===== config.mk =====
export PLATFORM = sky130hd
export DESIGN_NAME = present_serial_core
export DESIGN_NICKNAME = d
export VERILOG_FILES = /design/src/rtl/present_serial_core_pkg.sv /design/src/rtl/present_serial_core_s_box.sv /design/src/rtl/present_serial_core.sv
export SDC_FILE = /design/constraint.sdc
export NUM_CORES = 1
export LEC_CHECK = 0
export CELL_PAD_IN_SITES_DETAIL_PLACEMENT = 2
export CELL_PAD_IN_SITES_GLOBAL_PLACEMENT = 2
export CORE_MARGIN = 2
export CORE_UTILIZATION = 30
export DETAILED_ROUTE_END_ITERATION = 7
export PLACE_DENSITY = 0.89
export SETUP_SLACK_MARGIN = 0.02
export SLEW_MARGIN = 15
export SYNTH_ARGS = -nofsm -noshare
export SYNTH_HDL_FRONTEND = slang
export SYNTH_HIERARCHICAL = 1
export SYNTH_SLANG_ARGS = --single-unit

===== constraint.sdc =====
create_clock -name Clk_ik -period 8.9 [get_ports Clk_ik]
set_clock_uncertainty 0.15 [all_clocks]
set_input_delay 2.225 -clock Clk_ik [delete_from_list [all_inputs] [get_ports Clk_ik]]
set_output_delay 2.225 -clock Clk_ik [all_outputs]
set_load 0.005 [all_outputs]

===== src/rtl/present_serial_core_pkg.sv =====
// Shared definitions for the nibble-serial PRESENT-80 core.
//   core_state_t  : controller state encoding
//   PRESENT_ROUNDS, KEY_W, BLK_W : cipher dimensions
//   p_layer()     : PRESENT bit permutation (pure wiring once elaborated)
package present_serial_core_pkg;

  typedef enum logic [1:0] {
    ST_IDLE   = 2'd0,
    ST_SBOX   = 2'd1,
    ST_PLAYER = 2'd2,
    ST_FINAL  = 2'd3
  } core_state_t;

  localparam int PRESENT_ROUNDS = 31;
  localparam int KEY_W          = 80;
  localparam int BLK_W          = 64;

  // Bit j moves to (16*j) mod 63; bit 63 stays in place.
  function automatic logic [63:0] p_layer(input logic [63:0] din);
    logic [63:0] dout;
    dout = '0;
    for (int j = 0; j < 63; j++) begin
      dout[6'((16 * j) % 63)] = din[6'(j)];
    end
    dout[63] = din[63];
    return dout;
  endfunction

endpackage


===== src/rtl/present_serial_core_s_box.sv =====
// PRESENT 4-bit substitution box, purely combinational.
//   din  : 4-bit input nibble
//   dout : substituted nibble
module s_box (
  input  logic [3:0] din,
  output logic [3:0] dout
);

  always_comb begin
    dout = 4'h0;
    case (din)
      4'h0: dout = 4'hC;
      4'h1: dout = 4'h5;
      4'h2: dout = 4'h6;
      4'h3: dout = 4'hB;
      4'h4: dout = 4'h9;
      4'h5: dout = 4'h0;
      4'h6: dout = 4'hA;
      4'h7: dout = 4'hD;
      4'h8: dout = 4'h3;
      4'h9: dout = 4'hE;
      4'hA: dout = 4'hF;
      4'hB: dout = 4'h8;
      4'hC: dout = 4'h4;
      4'hD: dout = 4'h7;
      4'hE: dout = 4'h1;
      4'hF: dout = 4'h2;
      default: dout = 4'h0;
    endcase
  end

endmodule


===== src/rtl/present_serial_core.sv =====
// Nibble-serial PRESENT-80 encryption core.
//   Clk_ik        : core clock
//   Reset_irn     : synchronous reset, active low
//   Start_i       : start request, honoured only in IDLE
//   Plaintext_ib  : 64-bit plaintext, captured on accepted start
//   Key_ib        : 80-bit key, captured on accepted start
//   Ciphertext_ob : cipher state register; valid with Done_o, held until next start
//   Busy_o        : high while an encryption is in progress
//   Done_o        : one-cycle result-valid pulse
//
// state  | meaning
// IDLE   | waiting for Start_i
// SBOX   | addRoundKey + S-box on one state nibble per cycle (16 cycles)
// PLAYER | bit permutation and key schedule update (1 cycle)
// FINAL  | final key whitening, pulse Done_o (1 cycle)
module present_serial_core
  import present_serial_core_pkg::*;
#(
  parameter int ROUNDS = PRESENT_ROUNDS
) (
  input  logic        Clk_ik,
  input  logic        Reset_irn,
  input  logic        Start_i,
  input  logic [63:0] Plaintext_ib,
  input  logic [79:0] Key_ib,
  output logic [63:0] Ciphertext_ob,
  output logic        Busy_o,
  output logic        Done_o
);

  core_state_t fsm_q, fsm_d;
  logic [63:0] state_q, state_d;
  logic [79:0] key_q, key_d;
  logic [3:0]  nib_q, nib_d;
  logic [4:0]  rnd_q, rnd_d;
  logic        done_q, done_d;

  logic [63:0] round_key;
  logic [3:0]  sb_state_in, sb_state_out;
  logic [79:0] key_rot, key_upd;
  logic [3:0]  sb_key_out;

  assign round_key   = key_q[79:16];
  assign sb_state_in = state_q[{nib_q, 2'b00} +: 4] ^ round_key[{nib_q, 2'b00} +: 4];

  // Key schedule: rotate left by 61, S-box top nibble, mix round counter.
  assign key_rot = {key_q[18:0], key_q[79:19]};
  assign key_upd = {sb_key_out, key_rot[75:20], key_rot[19:15] ^ rnd_q, key_rot[14:0]};

  s_box u_sbox_state (.din(sb_state_in),   .dout(sb_state_out));
  s_box u_sbox_key   (.din(key_rot[79:76]), .dout(sb_key_out));

  always_comb begin
    fsm_d   = fsm_q;
    state_d = state_q;
    key_d   = key_q;
    nib_d   = nib_q;
    rnd_d   = rnd_q;
    done_d  = 1'b0;
    case (fsm_q)
      ST_IDLE: begin
        if (Start_i) begin
          state_d = Plaintext_ib;
          key_d   = Key_ib;
          nib_d   = 4'd0;
          rnd_d   = 5'd1;
          fsm_d   = ST_SBOX;
        end
      end
      ST_SBOX: begin
        state_d[{nib_q, 2'b00} +: 4] = sb_state_out;
        nib_d = nib_q + 4'd1;
        if (nib_q == 4'd15) fsm_d = ST_PLAYER;
      end
      ST_PLAYER: begin
        state_d = p_layer(state_q);
        key_d   = key_upd;
        if (rnd_q == 5'(ROUNDS)) begin
          fsm_d = ST_FINAL;
        end else begin
          rnd_d = rnd_q + 5'd1;
          fsm_d = ST_SBOX;
        end
      end
      ST_FINAL: begin
        state_d = state_q ^ round_key;
        done_d  = 1'b1;
        fsm_d   = ST_IDLE;
      end
      default: fsm_d = ST_IDLE;
    endcase
  end

  always_ff @(posedge Clk_ik) begin
    if (!Reset_irn) begin
      fsm_q   <= ST_IDLE;
      state_q <= '0;
      key_q   <= '0;
      nib_q   <= 4'd0;
      rnd_q   <= 5'd1;
      done_q  <= 1'b0;
    end else begin
      fsm_q   <= fsm_d;
      state_q <= state_d;
      key_q   <= key_d;
      nib_q   <= nib_d;
      rnd_q   <= rnd_d;
      done_q  <= done_d;
    end
  end

  assign Ciphertext_ob = state_q;
  assign Busy_o        = (fsm_q != ST_IDLE);
  assign Done_o        = done_q;

endmodule


# Yosys cells after proc, flatten, opt, wreduce, memory -nomap -nowiden
# Memories as Yosys holds them, arrays and structs flattened. A register that Yosys moved wholly into a read port is not among the register bits.
# Index checks and enable logic that the tools add are counted.
# op_classes
n_addsub	3
n_eq_ne	8
shifts	4
mux	17
n_bitwise	4
reduce_logical	9
# ops
cell	n
64-bit one-hot mux with 4 select lines	1
80-bit one-hot mux with 2 select lines	1
64-bit by 7-bit indexed part select with 4-bit output	2
80-bit 2-to-1 mux	1
64-bit bitwise mux	1
64-bit 2-to-1 mux	1
4-bit by 8-bit variable shift with 64-bit output, first input constant	1
4-bit by 8-bit indexed part select with 64-bit output	1
64-bit XOR	1
4-bit 2-to-1 mux	3
5-bit 2-to-1 mux	2
5-bit one-hot mux with 2 select lines	1
6-bit negator with 8-bit output	1
2-bit one-hot mux with 4 select lines	1
4-bit one-hot mux with 2 select lines	1
2-bit AND reduction	4
2-bit 2-to-1 mux	3
2-bit inequality test, second input constant	3
2-bit nonzero test	3
5-bit by 1-bit adder with 5-bit output, second input constant	1
5-bit equality test, second input constant	1
5-bit XOR	1
4-bit by 1-bit adder with 4-bit output, second input constant	1
2-bit equality test, second input constant	2
7 further kinds	7
# totals
regBits	156
mem_bits_ro	128
input_bits	147
output_inout_bits	66
elab_cells	54
mem_count	2
# memory_table
name	depth	word_bits	read_ports	rd_ports_with_merged_regs	wr	line_no	source
(no name shown)	16	4	1	1	0	present_serial_core_s_box.sv:11	case (din)
(no name shown)	16	4	1	0	0	present_serial_core_s_box.sv:11	

# Longest topological paths before layout
# An unclocked memory read counts as a cell.
# depth
ltp_word	6
mapped_depth	17
mapped_depth_nobuf	13

# Modules after synthesis
# Netlist, hierarchy kept.
# modules_own_cells
mod	n_inst	cells_per_inst	area_per_inst_um2	seq_area_each_um2
present_serial_core	1	1320	10137.2	3123.0
s_box	2	18	185.2	0.0

# Worst setup path before layout
# No wires, ideal clock.
# synth_timing
path_type	register to register
start	reg nib_q[0]
end	reg state_q[62] (netlist: Ciphertext_ob[62])
setup_ps	118
arrival_ps	3464
t_required_ps	8632
setup_slack_ps	5169
stages_incl_launch_ff	14
path_buffers	3
period_less_slack_ps	3731
path_cell_list	dfxtp_1 > buf_6 > buf_4 > mux4_2 > a211oi_1 > a21oi_1 > xnor2_1 > inv_1 > ha_1 > mux4_2 > clkbuf_1 > nand2_1 > or3b_1 > o2111a_1
# synth_between
elab_chain_cells	6
word_cells_on_any_way	9
# synth_lines
item	line_no	source
start: declaration	present_serial_core.sv:34	logic [3:0] nib_q, nib_d;
start signal: assignment	present_serial_core.sv:106	nib_q <= nib_d;
64-bit by 7-bit indexed part select with 4-bit output	present_serial_core.sv:44	assign sb_state_in = state_q[{nib_q, 2'b00} +: 4] ^ round_key[{nib_q, 2'b00} +: 4];
4-bit XOR *	present_serial_core.sv:44	
named net sb_state_in[1]	present_serial_core.sv:39	logic [3:0] sb_state_in, sb_state_out;
memory read 16 x 4 bit *	--	
named net sb_state_out[2]	present_serial_core.sv:39	
4-bit by 8-bit indexed part select with 64-bit output *	present_serial_core.sv:71	state_d[{nib_q, 2'b00} +: 4] = sb_state_out;
64-bit bitwise mux *	present_serial_core.sv:71	
64-bit one-hot mux with 4 select lines *	present_serial_core.sv:60	case (fsm_q)
end signal: assignment	present_serial_core.sv:104	state_q <= state_d;
end: declaration	present_serial_core.sv:32	logic [63:0] state_q, state_d;
# Mark *: on every way through the listed nets, which the timed path passes. The rest lies on a longest branch.
# A chain may end at the register's enable or synchronous reset.

# Final worst setup path
# layout_timing
start	reg nib_q[0]
end	reg state_q[63] (netlist: Ciphertext_ob[63])
# Same word-level chain as after synthesis.

==> flow_summary_export.csv <==
group,metric,value,unit
floorplanning,coreArea,34540,um2
synth,synthCells,1356,
cells_and_area,drive_gt1_share,8.406,%
cells_and_area,fin_area,13430,um2
placement,gp_congestion,0.9297,
placement,place_area,12820,um2
timing,rsz0062_at_grt,"no",
routing,drc,0,
routing,finalWirelength,56030,um
routing,vias_per_cell,6.135,
floorplanning,die-area,36540,um2
routing,ant_nets,0,
placement,hpwl,40620,um
synth,synthArstFlopShare,0,%
cells_and_area,multiInputGateArea,6729,um2
cells_and_area,synthToLayoutAreaGrowth,27.79,%
timing,setup_viol,0,
cts,cts.path.max_buffers,2,
cells_and_area,fin_nets,1649,
setup_path,crit_slowest_cell,"dfxtp_2",
routing,wl_met1,22060,um
timing,tns,0,ns
min_path,min_path_type,"register to register",
grt,grt_pass1_wl,82600,um
routing,dr.max_layer_used,"met4",
setup_path,crit_top_cell,"o21ai_0",
synth,ys_seq_area_share,29.72,%
timing,period_share,59.00,%
synth,avgSynthCellArea,7.749,um2
cts,cts_tree,"built",
synth,synth_ff_type,"dfxtp_1",
floorplanning,chipHeight,191.2,um
power,power_density,174.1,nW/um2
cts,cts_made_buffers,17,
synth,synth-seq-cells,156,
timing,whs,0.3482,ns
grt,gr-total-overflow,0,
timing,hold_viol,0,
setup_path,cp-start-kind,"register",
synth,synth_common_cells,"nand2_1 (280), dfxtp_1 (156), nor2_1 (143), a21oi_1 (101), a311oi_1 (84)",
grt,grt_antenna_before_repair,4,
synth,synth_top_area_share,29.72,%
setup_path,path_cells,"buf_4 -> mux4_1 -> nor2b_1 -> a211oi_1 -> a21oi_1 -> xnor2_1 -> inv_1 -> ha_1 -> o21ai_0 -> o21a_1 -> nand2_1 -> o21ai_0 -> a22o_1",
timing,max_slew.worst_pin.slew,1.074,ns
timing,slew_violations,0,
cells_and_area,seq_area,3132,um2
setup_path,cp.arrival,5.49,ns
cts,root_buffer,"clkbuf_16",
synth,yosysUniqueCellTypes,66,
routing,first_iter_violations,1167,
setup_path,cp-end-kind,"register",
floorplanning,initial_core_util,30.42,%
grt,grt_max_degree,111,
timing,clock.fmax,190.4,MHz
run_status,outcome,"completed",
synth,syn_area,10510,um2
placement,io_buffers,212,
synth,yosysTopAreaCell,"dfxtp_1",
cts,cts.repair.resized,0,
setup_path,critPathKind,"register to register",
synth,synth_edf_count,0,
routing,dr_wl_met2,25970,um
setup_path,crit_fanout,25,
timing,relSlewSlack,28.40,%
cts,cts_setup_buffers,0,
floorplanning,die_w,191.2,um
power,max-vdd-ir-drop,0.0001561,V
setup_path,slowest_delay,0.74,ns
cts,clock_latency,0.44,ns
floorplanning,ioPinCount,213,
cts,postCtsHoldBufs,0,
synth,syn_nets,1519,
cts,cts.sinks,156,
routing,post_drt_wl_per_cell,28.64,um
cts,clk_pin_slew,0.07,ns
flow_run,maxCapViolations,0,
synth,yosysMostFrequentCell,"nand2_1",
timing,period_minus_slack,5.251,ns
routing,num_vias,12000,
power,leakagePower,0.004824,uW
synth,yosys_warnings,6,
power,design_power_total,2337,uW
floorplanning,rows,68,
routing,drt_pass1_iterations,7,
grt,track_usage,30.49,%
setup_path,critical_path_required,9.14,ns
cells_and_area,fillers,3905,
cts,htreeDepth,4,
synth,synth_area_leaders,"dfxtp_1 (30%), nand2_1 (10%), mux4_2 (7.1%)",
grt,grt_pass1_vias,12760,
routing,met3_length,4832,um
## final timing paths
path / from / to / slack (ns) / depth (start not counted)
setup / recovery: nib_q[0] / Ciphertext_ob[63] / 3.65 / 13
hold / removal: key_q[6] / key_q[67] / 0.35 / 2
setup reg to reg: nib_q[0] / Ciphertext_ob[63] / 3.65 / 13
hold reg to reg: key_q[6] / key_q[67] / 0.35 / 2
## cells by family (layout without fill, tap and decap cells)
family	count (synthesis)	after routing	share of synthesized area [%]
xor gates and xnor gates	35	35	2.917
and+or+nand+nor	517	517	20.59
muxes	79	79	12.05
buffers and inverters	159	302	6.490
DFF	156	156	29.72
adders and majority gates	16	16	1.905
AOI/OAI and AO/OA	394	394	26.33
other	0	2	0
## layer usage
layer  global-route usage (%)  vias up
met5                        0        -
met4                    16.95        0
met3                    6.866      187
met2                    49.08      649
met1                    37.65     5993
li1                         -     5172
## area by class of cell
class | count | area share, %
multi-input combinational | 1041 | 50.11
inverter | 43 | 1.202
clock inverter | 13 | 1.146
clock buffer | 19 | 3.373
timing repair buffer | 227 | 16.57
tap | 455 | 4.240
sequential | 156 | 23.32
antenna | 2 | 0.03727
## worst max-delay path, delay by kind of cell (launching register included)
kind | cells | cell delay [ns]
buf+inv | 2 | 0.73
fa+ha+maj | 1 | 0.24
flops | 1 | 0.74
compound gates | 6 | 1.80
xor+xnor | 1 | 0.44
mux | 1 | 0.60
simple gates | 2 | 0.47
## state kept, by name, indices dropped and copies added, names as in the netlist
signal,flops
fsm_q,2
nib_q,4
rnd_q,5
Done_o,1
key_q,80
Ciphertext_ob,64
## power by group
part	total, uW	switching, uW	leakage [uW]	internal [uW]
Clock	793	355	0.000300	438
Combinational	629	345	0.00323	284
Sequential	915	153	0.00129	762
## through the flow
step	worst slack, ns	util [%]	instances
final	3.649	38.87	1956
after global routing	3.529	38.86	1954
after CTS	3.734	38.86	1954
after detailed placement	3.423	37.10	1922
after global placement	3.596	37.10	1922
after floorplan	5.169	-	1356
## placed cells by master (no fill, tap or decap), drive strengths merged, types with 16 or more instances in the layout
cell           instances
a211oi                21
a21oi                102
a311oi                84
buf                   17
clkbuf                19
clkdlybuf4s50        210
dfxtp                156
ha                    16
inv                   51
mux2i                 32
mux4                  36
nand2                280
nand2b                19
nand3                 21
nor2                 143
o211ai                24
o21ai                 68
xnor2                 23
(Power assumes the default switching activity.)
